**config.mk**
```make
export PLATFORM = sky130hd
export DESIGN_NAME = usb_fs_tx_gen
export DESIGN_NICKNAME = d
export VERILOG_FILES = /design/src/rtl/usb_fs_tx_gen.sv
export SDC_FILE = /design/constraint.sdc
export NUM_CORES = 1
export LEC_CHECK = 0
export CAP_MARGIN = 10
export CORE_MARGIN = 5
export CORE_UTILIZATION = 55
export CTS_CLUSTER_SIZE = 40
export DETAILED_ROUTE_END_ITERATION = 10
export HOLD_SLACK_MARGIN = 0.02
export PLACE_DENSITY = 0.77
export SETUP_SLACK_MARGIN = 0.3
export SLEW_MARGIN = 20
export SYNTH_ARGS = -nofsm -noshare
export SYNTH_HDL_FRONTEND = slang
export SYNTH_SLANG_ARGS = --single-unit
```
**constraint.sdc**
```tcl
create_clock -name clk -period 3.6 [get_ports clk]
set_input_delay 0.72 -clock clk [delete_from_list [all_inputs] [get_ports clk]]
set_output_delay 0.72 -clock clk [all_outputs]
set_load 0.02 [all_outputs]
```
**src/rtl/usb_fs_tx_gen.sv**
```systemverilog
// rtl/usb_fs_tx_gen.sv - single-clock USB full-speed packet transmitter; define USB_TX_TOKEN_EN for token/CRC5 packets
module usb_fs_tx_gen #(
    parameter int CLKS_PER_BIT = 4,
    parameter int MAX_PAYLOAD  = 64,
    parameter int EOP_SE0_BITS = 2
) (
    input  logic                               clk,
    input  logic                               reset_n,
    input  logic                               pkt_start,
    input  logic [3:0]                         pid,
`ifdef USB_TX_TOKEN_EN
    input  logic [10:0]                        token_field,
`endif
    output logic                               busy,
    output logic                               pkt_end,
    input  logic                               tx_valid,
    output logic                               tx_ready,
    input  logic [7:0]                         tx_data,
    output logic [$clog2(MAX_PAYLOAD+1)-1:0]   byte_count,
    output logic                               overflow,
    output logic                               oe,
    output logic                               dp,
    output logic                               dn
);
    localparam int CW  = $clog2(CLKS_PER_BIT);
    localparam int BCW = $clog2(MAX_PAYLOAD + 1);

    typedef enum logic [3:0] {
        S_IDLE, S_SYNC, S_PID, S_DATA, S_CRC_HI, S_CRC_LO, S_TOKEN0, S_TOKEN1, S_EOP
    } state_t;

`ifdef USB_TX_TOKEN_EN
    localparam bit TOKEN_EN = 1'b1;
    logic [10:0] token_in;
    assign token_in = token_field;
`else
    localparam bit TOKEN_EN = 1'b0;
    logic [10:0] token_in;
    assign token_in = 11'd0;
`endif

    state_t        state, state_n;
    logic [CW-1:0] cnt;
    logic [15:0]   sh;
    logic [4:0]    nbits;
    logic [2:0]    run;
    logic [15:0]   crc16;
    logic [4:0]    crc5;
    logic [3:0]    pid_r;
    logic [10:0]   token_r;

    logic          accept, tick, stuffing, field_done, advance;
    logic          data_path, token_path, slot, take, ovf;
    logic          load_en, eop_enter, emit, bit_val, crc16_en, crc5_en;
    logic [15:0]   load_val;
    logic [4:0]    load_len;
    logic [7:0]    crc_hi_f, crc_lo_f;
    logic [4:0]    crc5_f;

    // A start is also taken in the pkt_end cycle so packets can run back to back.
    assign accept     = pkt_start && (!busy || pkt_end);
    assign tick       = (state != S_IDLE) && (cnt == CW'(CLKS_PER_BIT - 1));
    assign stuffing   = tick && (state != S_EOP) && (run == 3'd6);
    assign field_done = (nbits == 5'd0);
    assign advance    = tick && !stuffing && field_done;
    assign data_path  = (pid_r[1:0] == 2'b11);
    assign token_path = TOKEN_EN && (pid_r[1:0] == 2'b01);
    assign slot       = advance && ((state == S_DATA) || ((state == S_PID) && data_path));
    assign take       = slot && tx_valid && (byte_count != BCW'(MAX_PAYLOAD));
    assign ovf        = slot && tx_valid && (byte_count == BCW'(MAX_PAYLOAD));

    always_comb begin
        crc_hi_f = '0;
        crc_lo_f = '0;
        crc5_f   = '0;
        for (int i = 0; i < 8; i++) begin
            crc_hi_f[i] = ~crc16[15-i];
            crc_lo_f[i] = ~crc16[7-i];
        end
        for (int i = 0; i < 5; i++) begin
            crc5_f[i] = ~crc5[4-i];
        end
    end

    always_ff @(posedge clk) begin
        if (!reset_n) state <= S_IDLE;
        else          state <= state_n;
    end

    always_comb begin
        state_n = state;
        if (accept) begin
            state_n = S_SYNC;
        end else if (advance) begin
            case (state)
                S_SYNC:   state_n = S_PID;
                S_PID:    state_n = data_path ? (take ? S_DATA : S_CRC_HI)
                                              : (token_path ? S_TOKEN0 : S_EOP);
                S_DATA:   state_n = take ? S_DATA : S_CRC_HI;
                S_CRC_HI: state_n = S_CRC_LO;
                S_CRC_LO: state_n = S_EOP;
                S_TOKEN0: state_n = S_TOKEN1;
                S_TOKEN1: state_n = S_EOP;
                S_EOP:    state_n = S_IDLE;
                default:  state_n = S_IDLE;
            endcase
        end
    end

    // At a field boundary the next field is loaded and its first bit goes out on the same tick.
    always_comb begin
        load_en   = 1'b0;
        load_val  = '0;
        load_len  = '0;
        eop_enter = 1'b0;
        if (advance) begin
            case (state)
                S_SYNC: begin
                    load_en  = 1'b1;
                    load_val = {8'd0, ~pid_r, pid_r};
                    load_len = 5'd8;
                end
                S_PID, S_DATA: begin
                    if (slot) begin
                        load_en  = 1'b1;
                        load_val = take ? {8'd0, tx_data} : {8'd0, crc_hi_f};
                        load_len = 5'd8;
                    end else if (token_path) begin
                        load_en  = 1'b1;
                        load_val = {5'd0, token_r};
                        load_len = 5'd11;
                    end else begin
                        eop_enter = 1'b1;
                    end
                end
                S_CRC_HI: begin
                    load_en  = 1'b1;
                    load_val = {8'd0, crc_lo_f};
                    load_len = 5'd8;
                end
                S_TOKEN0: begin
                    load_en  = 1'b1;
                    load_val = {11'd0, crc5_f};
                    load_len = 5'd5;
                end
                S_CRC_LO, S_TOKEN1: eop_enter = 1'b1;
                default: ;
            endcase
        end
        bit_val  = stuffing ? 1'b0 : (field_done ? load_val[0] : sh[0]);
        emit     = stuffing || (tick && (state != S_EOP) && (!field_done || load_en));
        crc16_en = tick && !stuffing && (((state == S_DATA) && !field_done) || take);
        crc5_en  = tick && !stuffing && (((state == S_TOKEN0) && !field_done) ||
                                         ((state == S_PID) && advance && token_path));
        tx_ready = slot && !ovf;
        overflow = ovf;
    end

    always_ff @(posedge clk) begin
        if (!reset_n) begin
            cnt        <= '0;
            sh         <= '0;
            nbits      <= '0;
            run        <= '0;
            crc16      <= 16'hFFFF;
            crc5       <= 5'h1F;
            pid_r      <= '0;
            token_r    <= '0;
            byte_count <= '0;
            oe         <= 1'b0;
            dp         <= 1'b1;
            dn         <= 1'b0;
            busy       <= 1'b0;
            pkt_end    <= 1'b0;
        end else begin
            pkt_end <= 1'b0;
            if (accept) begin
                // First SYNC bit is a 0, so the idle J turns into K right away.
                cnt        <= '0;
                sh         <= 16'h0040;
                nbits      <= 5'd7;
                run        <= '0;
                crc16      <= 16'hFFFF;
                crc5       <= 5'h1F;
                pid_r      <= pid;
                token_r    <= token_in;
                byte_count <= '0;
                oe         <= 1'b1;
                dp         <= 1'b0;
                dn         <= 1'b1;
                busy       <= 1'b1;
            end else begin
                if (pkt_end) busy <= 1'b0;
                if (state != S_IDLE) cnt <= tick ? '0 : cnt + 1'b1;
                if (emit) begin
                    run <= bit_val ? run + 3'd1 : 3'd0;
                    if (!bit_val) begin
                        dp <= ~dp;
                        dn <= ~dn;
                    end
                end
                if (load_en) begin
                    sh    <= load_val >> 1;
                    nbits <= load_len - 5'd1;
                end else if (tick && !stuffing && !field_done && (state != S_EOP)) begin
                    sh    <= sh >> 1;
                    nbits <= nbits - 5'd1;
                end
                if (crc16_en) crc16 <= {crc16[14:0], 1'b0} ^ ((bit_val ^ crc16[15]) ? 16'h8005 : 16'h0000);
                if (crc5_en)  crc5  <= {crc5[3:0], 1'b0} ^ ((bit_val ^ crc5[4]) ? 5'h05 : 5'h00);
                if (take) byte_count <= byte_count + 1'b1;
                if (eop_enter) begin
                    dp    <= 1'b0;
                    dn    <= 1'b0;
                    nbits <= 5'(EOP_SE0_BITS);
                end
                if (tick && (state == S_EOP)) begin
                    if (nbits > 5'd1) begin
                        nbits <= nbits - 5'd1;
                    end else if (nbits == 5'd1) begin
                        nbits <= 5'd0;
                        dp    <= 1'b1;
                        dn    <= 1'b0;
                    end else begin
                        oe      <= 1'b0;
                        pkt_end <= 1'b1;
                    end
                end
            end
        end
    end
endmodule

```
==> impl_metrics.yaml <==
global_route:
  grt_usage_pct: 22.7
  grt_pass1_vias: 2964
  grt_remaining_overflow: 0
  grt_pass1_wl_um: 13700
  grt_max_degree: 22
  antenna_found_initial: 0
clock_tree:
  cts_tree: "yes"
  htree_num_levels: 3
  clkTransAtPathRegs_ns: 0.06
  numCtsBuffers: 9
  cts_hold_buf: 0
  clkSinkCount: 58
  cts_buffer_depth: 2
  clock_latency_ns: 0.35
  cts-root-buf: "clkbuf_8"
yosys:
  ys_seq_area_share_pct: 35.6
  synth_edf_count: 0
  synth_most_common_cell: "nand2_1"
  ys_warn_count: 0
  yosysTopAreaCell: "dfxtp_1"
  ys.flop_type: "dfxtp_1"
  syn-instance-count: 412
  synthArstFlopShare_pct: 0
  avgSynthCellArea_um2: 7.91
  synth_top_cell_area_share_pct: 35.6
  ys_top_cells_by_area: "dfxtp_1 (36%), nand2_1 (7.7%), mux2i_1 (4.6%)"
  syn-num-nets: 437
  synth_area_mm2: 0.00326
  synth-seq-cells: 58
  ys_types: 59
  yosys-top-cells-count: "nand2_1 (67), dfxtp_1 (58), nor2_1 (32)"
timing:
  setup_ws_ns: 0.406
  hold_violations: 0
  worst_slew_pin_slew_ns: 0.865
  slew_headroom_pct: 42.1
  final.setup_skew_ns: 0.0111
  slew_viol_final: 0
  clock.fmax_mhz: 313
  finalSetupViolCount: 0
  tns_ns: 0
  min_period_ns: 3.19
  fin_crit_sh_pct: 88.7
  rsz0062_at_grt: "false"
die:
  dieArea_mm2: 0.00757
  floorplan.initialDensity_pct: 55.7
  io_pins: 30
  fp.dieW_um: 87.0
  num_rows: 28
  die_h_um: 87.0
  core_area_mm2: 0.00585
worst_hold_path:
  hold_path_class: "register to register"
place:
  dpl.hpwl_um: 5750
  placed_cells: 503
  pre_cts_ws_ns: 0.561
  routabilityCongestion: 0.882
  portBuffers: 29
final_layout:
  antenna_cells: 0
  area_delta_synth_final_pct: 19.0
  final_cells: 520
  fin_nets: 465
  layout-drive-gt1-share_pct: 8.76
  fillers: 476
routing:
  via_per_inst: 5.98
  routedWlPerCell_um: 15.8
  drtPass1Iterations: 5
  drtIter0Drc: 221
  detail-route-antenna-nets: 0
  drc: 0
  vias: 3109
  wl_um: 8200
setup_path:
  worstSetupStartpointType: "register"
  arrival_ns: 2.47
  cp-end-kind: "output port"
  worstPathMaxFanout: 8
  crit_type: "register to output port"
  worst-endpoint-required_ns: 2.88
power_and_ir_drop:
  vdd_drop_max_v: 0.000292
  powerDensity_mw_per_mm2: 379
  leakage_nw: 1.53
flow_run:
  maxCapViolations: 0
status:
  status: "finished clean"
[critical path: stages, from the launching register on]
cell and delay [ns]:
dfxtp_1 0.38, buf_4 0.19, nand2b_1 0.16, or3_1 0.45, nor2_1 0.16, and3_1 0.19
clkdlybuf4s50_1 0.61
[final cells by class]
cell class	count	area [µm²]	share of cell area [%]
multi-input cells	315	1960	50.4
well taps	75	93.8	2.42
repair buffers	43	398	10.3
inverters	13	48.8	1.26
flip-flops and latches	58	1160	30.0
clock buffers	11	141	3.65
clock inverters	5	77.6	2.00
[flip-flops by register name, summed over array words and instances, names as in the netlist]
register and flops:
crc5 5, pkt_end 1, dp 1, state 4, sh 7, run 3
nbits 5, busy 1, pid_r 4, crc16 16, oe 1, byte_count 7
cnt 2, dn 1
[through the flow]
step	power, mW	cell area, µm²	hold slack, ns	utilization (%)
6_report	1.47	3880	0.471	66.3
5_1_grt	1.52	3880	0.505	66.3
4_1_cts	1.47	3870	0.463	66.2
3_5_place_dp	0.805	3640	0.454	62.3
3_3_place_gp	0.803	3640	0.444	62.3
2_1_floorplan	0.755	3260	0.436	-
[cell families after synthesis]
kind of cell | after synthesis | synth area share, %
muxes | 17 | 5.30
xor gates and xnor gates | 12 | 4.07
adders and majority gates | 9 | 3.45
DFF | 58 | 35.6
AOI/OAI and AO/OA | 93 | 18.6
and+or+nand+nor | 184 | 28.2
buffers and inverters | 39 | 4.72
[metal layers]
layer  share of wire, %  track usage [%]
met1                 44             29.3
met2                 48             36.7
met3                5.7             3.88
met4                2.6             10.5
met5                  0                0
[timing repair]
| item | in CTS | in global routing |
|---|---|---|
| setup endpoints to repair | 1 | 2 |
| buffers inserted | 1 | 0 |
| pin swaps | 1 | 0 |
| gates cloned | 0 | 0 |
| gates resized for setup | 0 | 3 |
[cell usage in the layout (no fill, tap or decap), types with 4 or more instances in the layout]
cell type and n:
nand4_1 5, o21ai_1 5, clkdlybuf4s50_1 28, nand2b_1 5, nand3_1 18, inv_1 13, mux2i_1 15, a211oi_1 4
o21ai_0 19, a21oi_1 26, xnor2_1 5, nand2_1 67, clkbuf_8 10, nor2b_1 4, nor3b_1 4, o211ai_1 4
or3_1 4, xor2_1 5, and2_1 6, dfxtp_1 57, nor3_1 18, and3_1 6, buf_4 14, a21boi_0 7
ha_1 8, nor2_1 32
[where the power goes]
part	switching, mW	leakage, nW	internal (mW)
registers	0.0150	0.472	0.654
clock network	0.268	0.109	0.406
logic	0.0704	0.950	0.0555
[worst paths after layout]
check / start / end / slack [ns] / cells past startpoint
max: state[3]$_SDFFE_PP0P_ / overflow / 0.41 / 6
min: cnt[1]$_SDFFE_PP0P_ / cnt[1]$_SDFFE_PP0P_ / 0.47 / 2
max reg2reg: byte_count[2]$_SDFFE_PP0P_ / crc16[15]$_SDFFE_PP1P_ / 0.81 / 7
min reg2reg: cnt[1]$_SDFFE_PP0P_ / cnt[1]$_SDFFE_PP0P_ / 0.47 / 2
(Power assumes the default switching activity.)
